[src/rtl/systolic_feed_scheduler.sv]
// Block FIFO plus diagonal row skew feeding the 4x4 brightness systolic array.
// Row i of each popped block reaches the array i advancing cycles after row 0.
module systolic_feed_scheduler #(
    parameter int PE_DATA_WIDTH = 16,
    parameter int DEPTH         = 4,
    parameter int NUM_BLOCKS    = 16,
    parameter int FIFO_DEPTH    = 4
) (
    input  logic                               clk,
    input  logic                               reset,
    input  logic                               start,
    input  logic [PE_DATA_WIDTH*DEPTH-1:0]     in_data,
    input  logic                               in_valid,
    output logic                               in_ready,
    input  logic                               pe_ready,
    output logic [PE_DATA_WIDTH*DEPTH-1:0]     pe_data_out,
    output logic [DEPTH-1:0]                   pe_valid_out,
    output logic                               busy,
    output logic [$clog2(NUM_BLOCKS+1)-1:0]    blocks_issued,
    output logic                               done
);

    localparam int BW = PE_DATA_WIDTH * DEPTH;
    localparam int CW = $clog2(NUM_BLOCKS + 1);
    localparam int PW = (FIFO_DEPTH > 1) ? $clog2(FIFO_DEPTH) : 1;
    localparam int FW = $clog2(FIFO_DEPTH + 1);
    localparam int DW = (DEPTH > 2) ? $clog2(DEPTH) : 1;

    localparam logic [CW-1:0] BLK_LAST   = CW'(NUM_BLOCKS - 1);
    localparam logic [CW-1:0] BLK_MAX    = CW'(NUM_BLOCKS);
    localparam logic [FW-1:0] FIFO_FULL  = FW'(FIFO_DEPTH);
    localparam logic [DW-1:0] DRAIN_LAST = DW'(DEPTH - 2);

    typedef enum logic [1:0] {IDLE, RUN, DRAIN, DONE_ST} state_t;

    state_t        state;
    logic [BW-1:0] fifo_mem [FIFO_DEPTH];
    logic [PW-1:0] wr_ptr;
    logic [PW-1:0] rd_ptr;
    logic [FW-1:0] fifo_count;
    logic [CW-1:0] accepted;
    logic [DW-1:0] drain_cnt;
    logic          push;
    logic          pop;
    logic [BW-1:0] head;

    assign in_ready = (state == RUN) && (fifo_count != FIFO_FULL) && (accepted < BLK_MAX);
    assign push     = in_valid && in_ready;
    // Pop looks only at the registered count, so a block never bypasses the FIFO.
    assign pop      = (state == RUN) && pe_ready && (fifo_count != '0);
    assign head     = fifo_mem[rd_ptr];

    always_ff @(posedge clk) begin
        if (push) begin
            fifo_mem[wr_ptr] <= in_data;
        end
    end

    always_ff @(posedge clk) begin
        if (reset) begin
            state         <= IDLE;
            busy          <= 1'b0;
            done          <= 1'b0;
            blocks_issued <= '0;
            accepted      <= '0;
            wr_ptr        <= '0;
            rd_ptr        <= '0;
            fifo_count    <= '0;
            drain_cnt     <= '0;
        end else begin
            if (push) begin
                wr_ptr   <= wr_ptr + 1'b1;
                accepted <= accepted + 1'b1;
            end
            if (pop) begin
                rd_ptr        <= rd_ptr + 1'b1;
                blocks_issued <= blocks_issued + 1'b1;
            end
            case ({push, pop})
                2'b10:   fifo_count <= fifo_count + 1'b1;
                2'b01:   fifo_count <= fifo_count - 1'b1;
                default: fifo_count <= fifo_count;
            endcase

            case (state)
                IDLE: begin
                    if (start) begin
                        state         <= RUN;
                        busy          <= 1'b1;
                        blocks_issued <= '0;
                        accepted      <= '0;
                        wr_ptr        <= '0;
                        rd_ptr        <= '0;
                        fifo_count    <= '0;
                    end
                end
                RUN: begin
                    // Leaving RUN on the final pop keeps blocks_issued at NUM_BLOCKS.
                    if (pop && (blocks_issued == BLK_LAST)) begin
                        state     <= DRAIN;
                        drain_cnt <= '0;
                    end
                end
                DRAIN: begin
                    if (pe_ready) begin
                        if (drain_cnt == DRAIN_LAST) begin
                            state <= DONE_ST;
                            done  <= 1'b1;
                        end else begin
                            drain_cnt <= drain_cnt + 1'b1;
                        end
                    end
                end
                DONE_ST: begin
                    state <= IDLE;
                    done  <= 1'b0;
                    busy  <= 1'b0;
                end
            endcase
        end
    end

    for (genvar r = 0; r < DEPTH; r++) begin : g_row
        logic [PE_DATA_WIDTH-1:0] line_data [r+1];
        logic [r:0]               line_valid;

        // Row r is an (r+1)-stage line; bubbles carry zero data when nothing is popped.
        always_ff @(posedge clk) begin
            if (reset) begin
                for (int s = 0; s <= r; s++) begin
                    line_data[s] <= '0;
                end
                line_valid <= '0;
            end else if (pe_ready) begin
                line_data[0]  <= pop ? head[r*PE_DATA_WIDTH +: PE_DATA_WIDTH] : '0;
                line_valid[0] <= pop;
                for (int s = 1; s <= r; s++) begin
                    line_data[s]  <= line_data[s-1];
                    line_valid[s] <= line_valid[s-1];
                end
            end
        end

        assign pe_data_out[r*PE_DATA_WIDTH +: PE_DATA_WIDTH] = line_data[r];
        assign pe_valid_out[r]                               = line_valid[r];
    end

endmodule

[config.mk]
export PLATFORM = sky130hd
export DESIGN_NAME = systolic_feed_scheduler
export DESIGN_NICKNAME = d
export VERILOG_FILES = /design/src/rtl/systolic_feed_scheduler.sv
export SDC_FILE = /design/constraint.sdc
export NUM_CORES = 1
export LEC_CHECK = 0
export CORE_MARGIN = 1.5
export CORE_UTILIZATION = 50
export CTS_CLUSTER_SIZE = 30
export DETAILED_ROUTE_END_ITERATION = 8
export PLACE_DENSITY = 0.71
export SLEW_MARGIN = 25
export SYNTH_ARGS = -nofsm -noshare
export SYNTH_HDL_FRONTEND = slang
export SYNTH_SLANG_ARGS = --single-unit
export TNS_END_PERCENT = 1
[constraint.sdc]
create_clock -name clk -period 3.8 [get_ports clk]
set_input_delay 0.38 -clock clk [delete_from_list [all_inputs] [get_ports clk]]
set_output_delay 0.38 -clock clk [all_outputs]
set_load 0.1 [all_outputs]
======== Word level (Yosys, flattened, before mapping) ========
Memory sizes are Yosys's and may differ from the RTL's. A register that Yosys moved wholly into a read port is not among the register bits.
Cells that the tools add are included.
storage, ports and cells
  output and inout port bits .............. 76
  memories kept ........................... 5
  bits in writable memories ............... 416
  logic and storage cells ................. 116
  bits of input ports ..................... 69
  flip-flop bits (word level) ............. 33
memory list
  memory              words  width  rd ports  clocked after memory_dff  write ports  RTL line  RTL
  fifo_mem            4      64     1         1                         1            37        logic [BW-1:0] fifo_mem [FIFO_DEPTH];
  g_row[3].line_data  4      16     4         0                         4            124       logic [PE_DATA_WIDTH-1:0] line_data [r+1];
  g_row[2].line_data  3      16     3         0                         3            124
  g_row[1].line_data  2      16     2         0                         2            124
  g_row[0].line_data  1      16     1         0                         1            124
operators by class
  mux-type cells .......................... 52
  reduce and logical (&&, ||, !) cells .... 16
  $lt $le $gt $ge ......................... 1
  eq/ne operators ......................... 13
  bitwise gates (word level) .............. 9
  add/subtract/negate cells ............... 7
operators by type and width
  cell                                                count
  2-to-1 mux 16 bit                                   14
  2-to-1 mux 5 bit                                    6
  2-to-1 mux 2 bit                                    14
  OR reduction 16 bit                                 1
  2-to-1 mux 1 bit                                    11
  adder 5 x 1 -> 5 bit (second input constant)        2
  bitwise OR 1 bit                                    9
  == test 2 bit (second input constant)               4
  inequality test 2 bit (second input constant)       4
  case mux 2 bit (4 select lines)                     1
  AND reduction 4 bit                                 2
  adder 2 x 1 -> 2 bit (second input constant)        3
  logical AND 1 bit                                   6
  2-to-1 mux 3 bit                                    2
  case mux 3 bit (2 select lines)                     1
  nonzero test 2 bit                                  3
  == test 5 x 4 -> 1 bit (second input constant)      1
  less-than comparator 5 bit (second input constant)  1
  == test 2 x 1 -> 1 bit (second input constant)      2
  case mux 1 bit (2 select lines)                     2
  case mux 2 bit (2 select lines)                     1
  adder 3 x 1 -> 3 bit (second input constant)        1
  inequality test 3 bit (second input constant)       1
  AND reduction 3 bit                                 1
  other kinds (5)                                     5

======== Depth between registers and ports, before layout ========
  word-level depth ........................ 8
  depth in mapped cells ................... 12

======== Least setup slack after synthesis ========
OpenSTA, ideal clock, no wires.
  kind .................................... reg2out
  from .................................... register state[1]
  to ...................................... output in_ready
  arrival ................................. 2921 ps
  path buffers ............................ 1
  stages on the path, launching flop included .. 5
  path slack .............................. 499 ps
  cells stage by stage .................... dfxtp_1 inv_1 ha_1 buf_2 nor3b_1
on the way
  longest elaborated chain between the ends .. 3
RTL lines
  item                             RTL line  RTL
  start: declaration               36        state_t state;
  start signal: assignment         61        state <= IDLE;
  start signal: assignment         88        state <= RUN;
  start signal: assignment         100       state <= DRAIN;
  == test 2 x 1 -> 1 bit           47        assign in_ready = (state == RUN) && (fifo_count != FIFO_FULL) && (accepted < BLK_MAX);
  logical AND 1 bit (2 in series)  47
  end: declaration                 14        output logic in_ready,
Every way passes these cells.

======== Worst setup path after layout ========
Same ends and word-level chain as after synthesis.

==> flow_summary.ini <==
[sta]
fin_ws_ns = 0.7485
fmax_mhz = 327.7
whs_ns = 0.4743
finClkSkew_ns = 0.01526
finalSetupTns_ns = 0
drv_slew = 0
final_hold_viol_count = 0
tightest_slew_ns = 1.038
setup_viol = 0
min_period_over_period_pct = 80.30
period_minus_slack_ns = 3.051
rsz0062_at_grt = false
max-slew-margin-rel_pct = 30.58

[synth]
synth_async_sr_flop_share_pct = 0
syn-num-nets = 957
netlist_top_cells_area = edfxtp_1 (74%), mux4_2 (8.6%), and2_1 (3.6%)
synth_cells = 874
ys_ff_latch = 443
synthFlopType = edfxtp_1
yosysUniqueCellTypes = 46
synth_enable_flop_cells = 416
synth_area_um2 = 16820
synth_top_area_cell = edfxtp_1
yosysSeqAreaShare_pct = 77.49
synth_warnings = 0
yosysTopAreaCellShare_pct = 74.28
synth.avg_cell_area_um2 = 19.24

[critical_path]
cp-end-kind = primary output
r2r_cells = 5
cp.arrival_ns = 2.67
crit_type = register to primary output
cp_max_fo = 8
crit_required_ns = 3.42
cp-start-kind = register

[routing]
vias = 7739
routed_wl_mm = 27.67
drtIter0Drc = 488
wl_per_cell_um = 18.73
route.antenna.remaining_nets = 0
drc = 0
firstDrtPassIters = 5
viasPerCell = 5.240

[placement]
place_area_um2 = 18540
portBuffers = 144
place_congestion = 0.7413
dpl_worst_slack_ns = 1.193
dp.cells = 1397
post-dp-hpwl_mm = 15.58

[min_path]
hp-class = register to register
hold_depth = 2

[pwr]
power.density_nw_per_um2 = 547.2
p_leak_nw = 6.928
ir_drop_v = 0.0003862

[clocking]
cts_tree = done
cts_sinks = 443
clk_pin_slew_ns = 0.07
cts_hold_buf = 0
clk_latency_ns = 0.54
htree_levels = 2
numCtsBuffers = 44
cts_resized = 0
cts_setup_buffers = 0
root_buffer = clkbuf_16
clockBufferDepth = 3

[finish]
layout-drive-gt1-share_pct = 15.46
layout_commonest_cell = edfxtp_1
instances_no_fill = 1477
n_antenna_cell = 0
layout_common_cells = edfxtp_1 (416), clkdlybuf4s50_1 (144), and2_1 (96), and3_1 (66), mux4_2 (64)
final_area_um2 = 19960
fin_nets = 1084
areaGrowthSynthToFinish_pct = 18.68

[global_routing]
grt_first_pass_wirelength_mm = 43.82
antenna_found_initial = 0
grt_usage_pct = 16.16
grt_start_max_net_pins = 74
grt_pass1_vias = 7919
grt_remaining_overflow = 0

[run]
maxCapViolations = 0

[floorplanning]
rows = 66
die_x_um = 186.4
core_um2 = 32780
initial_core_util_pct = 51.30
die_height_um = 186.4
die-area_um2 = 34740
ioPinCount = 145

[status]
outcome = finished clean
==> where the power goes <==
group | total, W | internal (W) | leakage [nW] | switching (W)
registers | 0.00566 | 0.00559 | 4.31 | 0.0000704
clock network | 0.00421 | 0.00248 | 0.694 | 0.00173
logic | 0.00105 | 0.000344 | 1.93 | 0.000701
==> kinds of logic (layout without fill, tap and decap cells) <==
group | count (synthesis) | in the layout | share of synthesized area, %
xor gates and xnor gates | 3 | 3 | 0.1563
AOI/OAI and AO/OA | 37 | 37 | 1.421
and+or+nand+nor | 212 | 212 | 7.686
DFF | 443 | 443 | 77.49
adders and majority gates | 14 | 14 | 1.086
muxes | 70 | 70 | 8.928
buffers and inverters | 95 | 256 | 3.229
==> layer usage <==
metal	global-route usage [%]	vias up	wire, um	part of all wire (%)
met5	0	-	0	0
met4	4.722	0	527	1.9
met3	2.595	43	1286	4.6
met2	28.46	196	14100	51
met1	20.79	3876	11760	42
li1	-	3624	-	-
==> area by class of cell <==
class	count	area (um^2)
sequential	443	13040
fill	2351	12820
multi-input combinational	336	3267
timing repair buffer	159	1617
clock buffer	55	1185
tap	442	553.0
clock inverter	25	234.0
inverter	17	63.81
==> worst max-delay path, cell delays in order (launching register included) <==
cell and delay (ns):
dfxtp_1 0.34, inv_1 0.08, ha_1 0.34, nor3b_1 0.23, clkdlybuf4s50_1 1.16
==> through the flow <==
stage / utilization (%) / power (W)
floorplan: - / 0.006527
global placement: 56.55 / 0.006804
detailed placement: 56.55 / 0.006827
CTS: 60.88 / 0.01103
global route: 60.88 / 0.01128
finish: 60.88 / 0.01092
==> sequential cells by signal, indices dropped and copies added (netlist names) <==
register          count
fifo_mem            256
g_row.line_data     160
accepted              5
blocks_issued         5
g_row.line_valid      4
fifo_count            3
drain_cnt             2
rd_ptr                2
state                 2
wr_ptr                2
busy                  1
done                  1
==> cell usage after synthesis, types with 4 or more instances <==
cell        n
mux4_2     64
nand3_1     7
mux2i_1     6
or3_1       4
nor2_1     10
buf_6       6
buf_4      34
a21oi_1    15
inv_1      16
clkbuf_1   26
edfxtp_1  416
buf_2      11
ha_1       13
dfxtp_1    27
o21ai_0    10
and2_1     96
and3_1     70
nand2_1    10
==> path summary, 6_finish.rpt <==
check                 from         endpoint  slack (ns)
setup / recovery  state[1]         in_ready        0.75
hold / removal        busy             busy        0.47
setup reg to reg  state[1]  fifo_mem[3][11]        1.31
hold reg to reg       busy             busy        0.47
(Power assumes the default switching activity.)
